--- src/rtl/instr_unpacker.sv ---
// Fetch-queue row unpacker: issues one live slot per cycle to ID.
// Optional UNPACK_BYPASS_EN presents the head row's first slot combinationally.
package tortoise_pkg;
   localparam int unsigned INSTR_PER_FETCH = 4;

   typedef struct packed {
      logic        valid;
      logic [31:0] pc;
      logic [31:0] instr;
   } fetch_entry_t;
endpackage

module instr_unpacker
   import tortoise_pkg::*;
#(
   parameter int unsigned INSTR_PER_ROW = INSTR_PER_FETCH,
   parameter int unsigned IDX_W         = $clog2(INSTR_PER_ROW)
) (
   input  logic                               clk_i,
   input  logic                               rst_ni,
   input  logic                               flush_i,
   input  logic                               q_empty_i,
   output logic                               q_pop_o,
   input  fetch_entry_t [INSTR_PER_ROW-1:0]   q_instr_i,
   output fetch_entry_t                       instr_o,
   output logic [IDX_W-1:0]                   instr_idx_o,
   output logic                               instr_valid_o,
   input  logic                               instr_ready_i
);

   typedef logic [INSTR_PER_ROW-1:0] mask_t;

   fetch_entry_t [INSTR_PER_ROW-1:0] row_q, row_d, src_row;
   mask_t      pend_q, pend_d, live, src_pend, cur_oh;
   logic [IDX_W-1:0] cur;
   logic       idle, acc, last;
`ifdef UNPACK_BYPASS_EN
   logic       byp;
`endif

   always_comb begin
      live = '0;
      for (int s = 0; s < INSTR_PER_ROW; s++) begin
         live[s] = q_instr_i[s].valid;
      end
   end

   always_comb begin
      idle = (pend_q == '0);
`ifdef UNPACK_BYPASS_EN
      byp      = idle && !q_empty_i && !flush_i;
      src_pend = byp ? live : pend_q;
      src_row  = byp ? q_instr_i : row_q;
`else
      src_pend = pend_q;
      src_row  = row_q;
`endif
      // priority pick: lowest pending slot goes first
      cur = '0;
      for (int s = INSTR_PER_ROW - 1; s >= 0; s--) begin
         if (src_pend[s]) cur = IDX_W'(s);
      end
      cur_oh        = mask_t'(1) << cur;
      instr_o       = src_row[cur];
      instr_idx_o   = cur;
      instr_valid_o = (src_pend != '0) && !flush_i;
      acc           = instr_valid_o && instr_ready_i;
      last          = acc && !idle &&
                      ((pend_q & (pend_q - mask_t'(1))) == '0);
      q_pop_o       = !flush_i && !q_empty_i && (idle || last);

      pend_d = pend_q;
      row_d  = row_q;
      if (flush_i) begin
         pend_d = '0;
      end else begin
         if (acc) pend_d = pend_q & ~cur_oh;
         if (q_pop_o) begin
            row_d  = q_instr_i;
            pend_d = live;
`ifdef UNPACK_BYPASS_EN
            if (byp && acc) pend_d = live & ~cur_oh;
`endif
         end
      end
   end

   always_ff @(posedge clk_i or negedge rst_ni) begin
      if (!rst_ni) begin
         pend_q <= '0;
         row_q  <= '0;
      end else begin
         pend_q <= pend_d;
         row_q  <= row_d;
      end
   end

endmodule

--- config.mk ---
export PLATFORM = sky130hd
export DESIGN_NAME = instr_unpacker
export DESIGN_NICKNAME = d
export VERILOG_FILES = /design/src/rtl/instr_unpacker.sv
export SDC_FILE = /design/constraint.sdc
export NUM_CORES = 1
export LEC_CHECK = 0
export BUFFER_PORTS_ARGS = -buffer_cell sky130_fd_sc_hd__buf_2
export CAP_MARGIN = 25
export CORE_MARGIN = 2
export CORE_UTILIZATION = 45
export DETAILED_ROUTE_END_ITERATION = 7
export PLACE_DENSITY = 0.78
export SLEW_MARGIN = 0
export SYNTH_ARGS = -nofsm -noshare
export SYNTH_HDL_FRONTEND = slang
export SYNTH_SLANG_ARGS = --single-unit
--- constraint.sdc ---
create_clock -name clk_i -period 4.2 [get_ports clk_i]
set_input_delay 0.42 -clock clk_i [delete_from_list [all_inputs] [get_ports clk_i]]
set_output_delay 0.42 -clock clk_i [all_outputs]
set_load 0.01 [all_outputs]
# After elaboration in Yosys (flattened, before gate mapping)
# Index checks and enable logic that the tools add are counted.
# W data, S select, Z words.
dict set report totals {
  register_bits 264
  in_bits 265
  output_inout_bits 69
  word_cells 44
}
dict set report classes {
  add_sub_neg 1
  n_lt_le_gt_ge 1
  n_shift 1
  n_mux 9
  n_bitwise 4
  n_reduce_logical 15
}
# op count
set ops {}
lappend ops {{$bmux W65 S2} 1}
lappend ops {{$mux W65} 1}
lappend ops {{$mux W4} 3}
lappend ops {{$and A4 B4 Y4} 2}
lappend ops {{$logic_not A4 Y1} 2}
lappend ops {{$mux W2} 4}
lappend ops {{$logic_and A1 B1 Y1} 6}
lappend ops {{$not A4 Y4} 1}
lappend ops {{$reduce_bool A4 Y1} 1}
lappend ops {{$shl A1 B2 Y4 const A} 1}
lappend ops {{$sub A4 B1 Y4 const B} 1}
lappend ops {{$logic_not A1 Y1} 3}
lappend ops {{$lt A2 B3 Y1 const B} 1}
lappend ops {{$reduce_bool A3 Y1} 1}
lappend ops {{$reduce_and A2 Y1} 1}
lappend ops {{$logic_or A1 B1 Y1} 1}
lappend ops {{$not A1 Y1} 1}

# Depth between registers and ports, before layout
# Gate-level depths: netlist of the first run.
dict set report depth {
  ltp_word 10
  depth_mapped 8
  ltp_nobuf 4
}

# Worst setup path after synthesis of the first run
# Ideal clock, no wire load.
dict set report synth_path {
  kind {reg-to-reg}
  from {register pend_q[2]}
  to {register row_q[130] (netlist name)}
  setup_time_ns 0.127
  arrival_time_ns 2.049
  required_time_ns 4.073
  slack_ns 2.023
  stages_incl_launch_ff 8
  n_path_buf 3
  synth_period_minus_slack_ns 2.177
  cell_sequence {dfrtp_1 or4b_1 a21oi_2 and3b_1 buf_4 buf_12 buf_12 mux2_1}
}
dict set report synth_via {
  elab_chain_cells 8
  elab_cells_between_ends 13
  cone_classes {1 x add/sub; 1 x bitwise; 11 x reduce/logical}
}
# element line
set synth_lines {}
lappend synth_lines {{from (decl)} 34} ;# mask_t pend_q, pend_d, live, src_pend, cur_oh;
lappend synth_lines {{from (signal assigned)} 93} ;# pend_q <= pend_d;
lappend synth_lines {{parallel branches: the longest is 5 deep, another holds $sub A4 B1 Y4} n/a}
lappend synth_lines {{$logic_or A1 B1 Y1 (*)} 70} ;# q_pop_o = !flush_i && !q_empty_i && (idle || last);
lappend synth_lines {{$logic_and A1 B1 Y1 (*)} 70}
lappend synth_lines {{$reduce_and A2 Y1 (no line) (*)} n/a}
lappend synth_lines {{to (signal assigned)} 94} ;# row_q <= row_d;
lappend synth_lines {{to (decl)} 33} ;# fetch_entry_t [INSTR_PER_ROW-1:0] row_q, row_d, src_row;
# Mark *: on every way between the ends.
# A chain may end at the register's enable or synchronous reset.

==> results.json, run 1 <==
{
  "synth_area_leaders": "dfrtp_1 57%, mux2_1 17%, a22oi_1 8.5%, mux2_2 8.0%, o21ai_0 2.9%",
  "rsz0062_at_grt": "false",
  "yosysWarnings": 0,
  "num_io_pins": 334,
  "worst_pin_slew_ns": 1.020,
  "p_total_mw": 7.512,
  "r2r_start": "pend_q[1]$_DFFE_PN0P_",
  "synth_edf_count": 0,
  "cts_tree": "built",
  "grt_pass1_vias": 8803,
  "seq_area_um2": 6609,
  "initial_core_util_pct": 45.86,
  "coreArea_um2": 25180,
  "grt_max_degree": 134,
  "overflow": 0,
  "leakage_nw": 6.467,
  "syn_area_per_cell_um2": 14.08,
  "synthTopCellsByCount": "264 x dfrtp_1, 175 x mux2_1, 130 x a22oi_1",
  "critPathLaunchType": "flop",
  "max_freq_mhz": 287.3,
  "nFillCells": 2047,
  "dieArea_um2": 26960,
  "slew_viol_final": 0,
  "fin_cells": 1492,
  "worstSetupEndpointType": "output port",
  "maxCapViolations": 0,
  "slew_headroom_pct": 31.99,
  "drt_iter0_drc": 569,
  "min_path_type": "in2async",
  "finalSetupTns_ns": 0,
  "htree_levels": 1,
  "cts.clk_slew.worst_paths_ns": 0.06,
  "drtAntennaViolNets": 0,
  "ir_drop_mv": 0.3777,
  "fp-row-count": 58,
  "wl_per_cell_um": 19.67,
  "place_inst": 1432,
  "syn_to_final_growth_pct": 23.98,
  "critPathLaunch": "pend_q[1]$_DFFE_PN0P_",
  "drc": 0,
  "grt_use_total_pct": 21.46,
  "synth_fp_nets": 1085,
  "final-setup-viol-count": 0,
  "die_y_um": 164.2,
  "vias_per_cell": 5.497,
  "grt_pass1_wl_mm": 45.92,
  "cp.arrival_ns": 3.06,
  "syn_area_um2": 11550,
  "clock_sinks": 264,
  "gp_congestion": 0.7744,
  "ys_seq_area_share_pct": 57.20,
  "dp_hpwl_mm": 19.77,
  "critPathKind": "reg2out",
  "post_cts_resize_count": 0,
  "status": "finished, violations left",
  "clkLatencyLatePin_ns": 0.54,
  "hold_buffers": 0,
  "antenna_found_initial": 10,
  "synth_top_cell_area_share_pct": 57.20,
  "multi_input_area_um2": 4409,
  "worst_clock_skew_ns": 0.01961,
  "wirelength_mm": 29.34,
  "dieWidth_um": 164.2,
  "min_period_over_period_pct": 82.87,
  "synth_top_area_cell": "dfrtp_1",
  "hold_viol_final": 4,
  "postLayoutCellArea_um2": 14320,
  "required_ns": 3.78,
  "postSynthCellCount": 820,
  "finalCriticalPeriod_ns": 3.480,
  "powerDensity_nw_per_um2": 524.7,
  "finalNetCount": 1398,
  "cts_buffers": 29,
  "firstDrtPassIters": 5,
  "async_flop_share_pct": 100.0,
  "portBuffers": 333,
  "synth_cell_types": 29,
  "drive_gt1_share_pct": 42.15,
  "root_buffer": "clkbuf_16",
  "violations": "negative hold slack",
  "dpl_cell_area_um2": 13330,
  "whs_ns": -0.01750,
  "post-synth-top-count-cell": "dfrtp_1",
  "clk_path_buf_depth": 3,
  "ys.flop_type": "dfrtp_1",
  "final_util_pct": 56.86,
  "ys_ff_latch": 264,
  "routed-via-count": 8201,
  "worstPathMaxFanout": 34,
  "postCtsSetupBuffers": 0
}
## power breakdown
part | internal (mW) | leakage [nW] | total, mW | switching, mW
Clock | 1.55 | 0.483 | 2.56 | 1.01
Sequential | 3.13 | 3.11 | 3.44 | 0.317
Combinational | 0.772 | 2.88 | 1.51 | 0.736
## final cells by class
type,instances,area share [%]
flip-flops and latches,264,46.16
diodes,9,0.1573
well taps,330,2.884
clock inverters,13,1.049
inverters,6,0.1573
clock buffers,38,5.724
repair buffers,349,13.07
multi-input cells,483,30.80
## kinds of logic (layout without fill, tap and decap cells)
group | count (synthesis) | count (layout) | share of synthesized area (%)
AND/OR/NAND/NOR | 17 | 17 | 0.8233
AO/OA/AOI/OAI | 209 | 209 | 12.07
other | 0 | 9 | 0
multiplexers | 257 | 257 | 25.06
buffers and inverters | 73 | 406 | 4.843
flip-flops | 264 | 264 | 57.20
## metal layers
layer,global-route usage (%),up-vias,wire [um]
met2,36.90,272,14680
met4,6.499,2,789
met1,26.25,4183,11550
met5,0,-,14
li1,-,3694,-
met3,6.010,50,2313
## worst max-delay path, stage by stage (launching register included)
cell and delay (ns):
dfrtp_2 0.41, buf_4 0.27, nor2_1 0.23, and3_2 0.75, buf_12 0.31, a22oi_1 0.12, o21ai_0 0.17, buf_2 0.20
## worst paths after layout
kind / end / cells past startpoint / slack (ns)
max: instr_o[30] / 7 / 0.72
min in group clk_i: row_q[143]$_DFFE_PN0P_ / 2 / 0.09
max in group asynchronous: row_q[72]$_DFFE_PN0P_ / 2 / 3.21
max reg2reg: row_q[206]$_DFFE_PN0P_ / 6 / 1.18
min reg2reg: row_q[5]$_DFFE_PN0P_ / 1 / 0.49
min: row_q[148]$_DFFE_PN0P_ / 1 / -0.02
## sequential cells by signal (all words and copies together), names as in the netlist
| name | flops |
|---|---|
| pend_q | 4 |
| row_q | 260 |
## cells in the final DEF, fill, tap and decap left out, types with 2 or more instances in the layout
| cell type | count |
|---|---|
| buf_2 | 332 |
| dfrtp_1 | 262 |
| mux2_1 | 175 |
| a22oi_1 | 130 |
| mux2_2 | 82 |
| o21ai_0 | 67 |
| clkbuf_16 | 29 |
| buf_4 | 10 |
| diode_2 | 9 |
| clkinv_2 | 7 |
| inv_1 | 6 |
| clkbuf_8 | 6 |
| buf_12 | 6 |
| o22ai_1 | 4 |
| nor2_1 | 3 |
| nand2b_1 | 3 |
| a21oi_1 | 3 |
| nand2_1 | 3 |
| clkbuf_1 | 3 |
| bufinv_16 | 3 |
| nor3b_1 | 2 |
| inv_6 | 2 |
| dfrtp_2 | 2 |
## per-stage QoR
stage | hold WS [ns] | setup slack (ns)
finish | -0.01750 | 0.7196
global route | 0.07503 | 0.6055
CTS | 0.02761 | 0.6984
detailed placement | 0.4748 | 1.203
global placement | 0.4672 | 1.250
floorplan | 0.1244 | 2.023
Note: power is estimated with default switching activity, not from simulation.
==> run 2: changes to the inputs <==
PLACE_DENSITY = 0.81   (was 0.78)
clock period = 2.85 ns   (was 4.2 ns; I/O delays follow)
==> run 2 against run 1 <==
The flow now finishes without violations. Final cell count increased by 19%. Flip-flop and latch count is the same. Clock skew decreased by 0.0019 ns. Sequential share of layout area shrank 7.7 points. Critical path type unchanged. Largest power group unchanged. Highest routed layer is now met4.
==> results.json, run 2 (synthesized netlist as in run 1, its figures left out) <==
{
  "powerDensity_nw_per_um2": 682.5,
  "required_ns": 2.57,
  "min_path_type": "in2reg",
  "ir_drop_mv": 0.5533,
  "grt_pass1_wl_mm": 59.64,
  "leakage_nw": 7.713,
  "drt_iter0_drc": 698,
  "clkLatencyLatePin_ns": 0.54,
  "worstSetupEndpointType": "output port",
  "pwr-share-comb_pct": 23.2,
  "root_buffer": "clkbuf_16",
  "drtAntennaViolNets": 0,
  "firstDrtPassIters": 5,
  "finalNetCount": 1682,
  "cp.arrival_ns": 2.48,
  "r2r_start": "pend_q[3]$_DFFE_PN0P_",
  "pwr-share-clk_pct": 33.0,
  "p_sw_mw": 3.331,
  "worst_pin_slew_ns": 0.8315,
  "portBuffers": 333,
  "status": "completed",
  "finalSetupTns_ns": 0,
  "wl_per_cell_um": 21.68,
  "clk_path_buf_depth": 3,
  "largest_register_ffs": 260,
  "final_common_cell": "buf_2",
  "grt_pass1_vias": 11280,
  "max_freq_mhz": 361.8,
  "final_cell_mix": "332 x buf_2, 260 x dfrtp_1, 259 x dlygate4sd3_1",
  "overflow": 0,
  "crit_buf_inv": 3,
  "path_delay_family": "simple AND/OR/NAND/NOR gates",
  "p_int_mw": 8.416,
  "maxCapViolations": 0,
  "cts.clk_slew.worst_paths_ns": 0.06,
  "whs_ns": 0.02347,
  "critPathKind": "reg2out",
  "crit_chain": "or4b_1 > a21oi_2 > and3b_4 > buf_12 > buf_4 > buf_2",
  "hold_viol_final": 0,
  "initial_core_util_pct": 45.86,
  "cp_slowest_cell": "or4b_1",
  "routed-via-count": 9925,
  "wirelength_mm": 38.49,
  "reg_top3": "row_q (260), pend_q (4)",
  "min_period_over_period_pct": 96.98,
  "rsz0062_at_grt": "false",
  "drive_gt1_share_pct": 35.61,
  "critPathLaunchType": "flop",
  "worstPathMaxFanout": 17,
  "slowest_delay_ns": 0.54,
  "worst_clock_skew_ns": 0.01767,
  "seq_power_share_pct": 43.8,
  "htree_levels": 1,
  "sw_frac_of_total_pct": 28.35,
  "finalCriticalPeriod_ns": 2.764,
  "grt_max_degree": 104,
  "clock_sinks": 264,
  "syn_to_final_growth_pct": 49.04,
  "die_y_um": 164.2,
  "cts_tree": "built",
  "nFillCells": 1593,
  "vias_per_cell": 5.592,
  "dieWidth_um": 164.2,
  "grt_use_total_pct": 28.50,
  "gp_congestion": 0.8059,
  "hold_start": "q_instr_i[94]",
  "slew_headroom_pct": 44.57,
  "dp_hpwl_mm": 20.97,
  "critPathLaunch": "pend_q[3]$_DFFE_PN0P_",
  "dieArea_um2": 26960,
  "slew_viol_final": 0,
  "max_flop_register": "row_q",
  "num_io_pins": 334,
  "final-setup-viol-count": 0,
  "drc": 0,
  "antenna_found_initial": 7,
  "p_total_mw": 11.75,
  "coreArea_um2": 25180,
  "cts_buffers": 28,
  "fp-row-count": 58
}
==> run 2: worst paths after layout <==
kind,endpoint,slack (ns),cells after the start
worst max register to register,row_q[67]$_DFFE_PN0P_,0.42,6
worst max-delay path,q_pop_o,0.09,6
min in group asynchronous,row_q[213]$_DFFE_PN0P_,0.40,2
worst min register to register,row_q[7]$_DFFE_PN0P_,0.49,1
worst min-delay path,row_q[94]$_DFFE_PN0P_,0.02,2
max in group asynchronous,row_q[133]$_DFFE_PN0P_,1.65,3
==> run 2: cell type report <==
class                           count  area [um^2]  area share [%]
Antenna cell                        7        17.52          0.1018
Clock buffer                       44        882.1           5.125
Clock inverter                      7        110.1          0.6397
Inverter                            6        22.52          0.1309
Multi-Input combinational cell    483         4413           25.64
Sequential cell                   264         6611           38.41
Tap cell                          330        412.9           2.399
Timing Repair Buffer              634         4742           27.55
==> run 2: through the flow <==
step | util (%) | std cells | instance area (um^2) | setup slack (ns)
floorplan | - | 820 | 11550 | 0.6734
global placement | 53.96 | 1457 | 13590 | 0.4877
detailed placement | 53.96 | 1457 | 13590 | 0.4200
CTS | 68.22 | 1767 | 17180 | 0.01865
global route | 68.35 | 1775 | 17210 | 0.004365
finish | 68.35 | 1775 | 17210 | 0.08613
==> run 2: worst reg2reg max path, delay by kind of cell, from the launching register on <==
kind	cells	cell delay, ns
buffers and inverters	2	0.44
muxes	1	0.40
DFF	1	0.46
and+or+nand+nor	2	0.82
AOI/OAI and AO/OA	1	0.19
==> run 2: power by group through the flow <==
stage | Sequential (mW) | Combinational, mW | Clock (mW)
after floorplan | 4.96 | 1.48 | 0
after global placement | 5.05 | 2.24 | 0
after detailed placement | 5.12 | 2.32 | 0
after CTS | 5.06 | 2.62 | 3.93
after global routing | 5.21 | 2.96 | 4.11
final | 5.14 | 2.73 | 3.88
==> run 2: metal layers <==
| metal | global-route usage, % | vias to the layer above | part of all wire [%] |
|---|---|---|---|
| li1 | - | 4252 | - |
| met1 | 31.66 | 4976 | 36 |
| met2 | 49.62 | 530 | 51 |
| met3 | 6.162 | 167 | 7.0 |
| met4 | 17.90 | 0 | 5.3 |
| met5 | 0 | - | 0 |
==> run 2: timing repair <==
action                                 CTS  global route
buffers inserted                         0             1
setup endpoints to repair                2             8
resized for setup                        2             3
hold buffers                           259             0
pin swaps                                0             2
endpoints found under the hold margin  353             0
==> run 3: changes to the inputs <==
GPL_TIMING_DRIVEN = 0   (was not set)
==> run 3 against run 2 <==
Clock power increased by 2%. Critical endpoint is now instr_o[42]. Largest power group unchanged. Global-route usage increased by 3.0 points. Sequential power about the same. Critical path type unchanged. Flip-flop and latch count did not move.
==> results.json, run 3 (synthesized netlist as in run 1, its figures left out) <==
{
  "initial_core_util_pct": 45.86,
  "num_io_pins": 334,
  "dieArea_um2": 26960,
  "sw_frac_of_total_pct": 29.42,
  "cp.arrival_ns": 2.56,
  "critPathLaunchType": "flop",
  "drt_iter0_drc": 816,
  "critPathKind": "reg2out",
  "worstPathMaxFanout": 10,
  "top_layer": "met5",
  "cts_tree": "built",
  "wirelength_mm": 42.44,
  "drive_gt1_share_pct": 36.05,
  "crit_buf_inv": 4,
  "min_path_type": "in2reg",
  "routed-via-count": 10340,
  "powerDensity_nw_per_um2": 685.7,
  "slew_viol_final": 0,
  "overflow": 0,
  "grt_pass1_wl_mm": 64.50,
  "rrSetupSlack_ns": 0.22,
  "worst_clock_skew_ns": 0.01959,
  "reg_top3": "row_q (260), pend_q (4)",
  "portBuffers": 332,
  "dieWidth_um": 164.2,
  "maxCapViolations": 0,
  "pwr-share-comb_pct": 23.8,
  "grt_use_total_pct": 31.54,
  "coreArea_um2": 25180,
  "p_int_mw": 8.441,
  "max_freq_mhz": 351.4,
  "r2r_start": "pend_q[3]$_DFFE_PN0P_",
  "dr_wl_met2_mm": 21.53,
  "cts.clk_slew.worst_paths_ns": 0.06,
  "htree_levels": 1,
  "rr_worst_depth": 8,
  "whs_ns": 0.02320,
  "final_cell_mix": "338 x buf_2, 262 x dfrtp_1, 259 x dlygate4sd3_1",
  "finalNetCount": 1713,
  "dp_hpwl_mm": 23.43,
  "gp_congestion": 0.8327,
  "worst_pin_slew_ns": 0.7742,
  "cts_buffers": 29,
  "path_delay_family": "buffers and inverters",
  "hold_start": "q_instr_i[129]",
  "min_period_over_period_pct": 99.84,
  "dpl_cell_area_um2": 13690,
  "max_flop_register": "row_q",
  "min_to": "row_q[129]$_DFFE_PN0P_",
  "ir_drop_mv": 0.4707,
  "fin_cells": 1811,
  "reg2reg_to": "row_q[142]$_DFFE_PN0P_",
  "cp_slowest_cell": "dfrtp_1",
  "vias_per_cell": 5.707,
  "slowest_delay_ns": 0.40,
  "antenna_found_initial": 9,
  "final-setup-viol-count": 0,
  "final_util_pct": 69.26,
  "pwr-share-clk_pct": 33.1,
  "drtAntennaViolNets": 0,
  "holdPathStages": 3,
  "postLayoutCellArea_um2": 17440,
  "clkLatencyLatePin_ns": 0.55,
  "drc": 0,
  "clk_path_buf_depth": 3,
  "wl_met1_mm": 15.57,
  "hold_viol_final": 0,
  "slew_headroom_pct": 48.38,
  "final_common_cell": "buf_2",
  "leakage_nw": 7.832,
  "required_ns": 2.57,
  "fp-row-count": 58,
  "seq_power_share_pct": 43.1,
  "status": "completed",
  "firstDrtPassIters": 5,
  "grt_pass1_vias": 11730,
  "wl_per_cell_um": 23.44,
  "largest_register_ffs": 260,
  "crit_chain": "buf_4 > nor2_1 > buf_4 > clkbuf_4 > a22oi_1 > o21ai_0 > buf_2",
  "die_y_um": 164.2,
  "syn_to_final_growth_pct": 51.03,
  "worstSetupEndpointType": "output port",
  "grt_max_degree": 119,
  "finalCriticalPeriod_ns": 2.846,
  "crit_top_cell": "buf_4",
  "clock_sinks": 264,
  "place_inst": 1484,
  "root_buffer": "clkbuf_16",
  "p_sw_mw": 3.519,
  "met3_length_mm": 2.744
}
-- run 3: changes by cell type in the layout (fill, tap and decap cells not counted), moves of 3 or more --
cell,previous run,this run
clkbuf_4,0,11
clkinvlp_4,0,3
diode_2,7,11
clkbuf_2,0,4
clkbuf_1,5,16
clkbuf_8,10,7
buf_4,28,16
buf_6,2,7
buf_2,332,338
-- run 3: per-layer routing --
metal	up-vias	track usage [%]
li1	4345	-
met1	5171	35.66
met2	603	54.74
met3	214	6.061
met4	2	19.90
met5	-	0
-- run 3: worst register-to-register path: cells and delay by family (launching register included) --
family                 cells  cell delay, ns
and+or+nand+nor            2            0.79
muxes                      1            0.39
DFF                        1            0.45
AOI/OAI and AO/OA          1            0.16
buffers and inverters      4            0.72
-- run 3: final cells by class --
class / count / area (um^2)
multi-input cells: 483 / 4397
inverters: 6 / 22.52
plain buffers: 65 / 615.6
diodes: 11 / 27.53
flip-flops and latches: 264 / 6609
fillers: 1615 / 7740
clock inverters: 13 / 176.4
clock buffers: 40 / 817.0
well taps: 330 / 412.9
repair buffers: 599 / 4364
-- run 3: worst max-delay path by stage --
stage	end	depth (start not counted)	start
finish	instr_o[42]	7	pend_q[1]$_DFFE_PN0P_
global route	instr_o[28]	7	pend_q[1]$_DFFE_PN0P_
CTS	q_pop_o	7	pend_q[3]$_DFFE_PN0P_
detailed placement	instr_o[61]	9	pend_q[0]$_DFFE_PN0P_
global placement	row_q[52]$_DFFE_PN0P_	1	rst_ni
floorplan	row_q[130]$_DFFE_PN0P_	7	pend_q[2]$_DFFE_PN0P_
-- run 3: repair_timing --
action / 4_1_cts / 5_1_grt
pin swaps: 0 / 1
setup buffers: 5 / 1
gates resized for setup: 37 / 26
hold buffers: 259 / 0
hold endpoints to repair: 312 / 0
setup endpoints to repair: 68 / 54
-- run 3: power by group through the flow --
stage	registers, mW	logic, mW	clock network (mW)
after floorplan	4.96	1.48	0
after global placement	5.06	2.29	0
after detailed placement	5.12	2.38	0
after CTS	5.06	2.71	3.96
after global routing	5.22	3.06	4.13
final	5.16	2.84	3.96
-- run 3: per-stage QoR --
| stage | TNS, ns | worst slack (ns) | total power, mW |
|---|---|---|---|
| after floorplan | 0 | 0.6734 | 6.435 |
| after global placement | -871.27 | -3.197 | 7.348 |
| after detailed placement | -31.02 | -0.7080 | 7.498 |
| after CTS | 0 | 0.008485 | 11.73 |
| after global routing | -0.09934 | -0.03332 | 12.40 |
| final | 0 | 0.004459 | 11.96 |
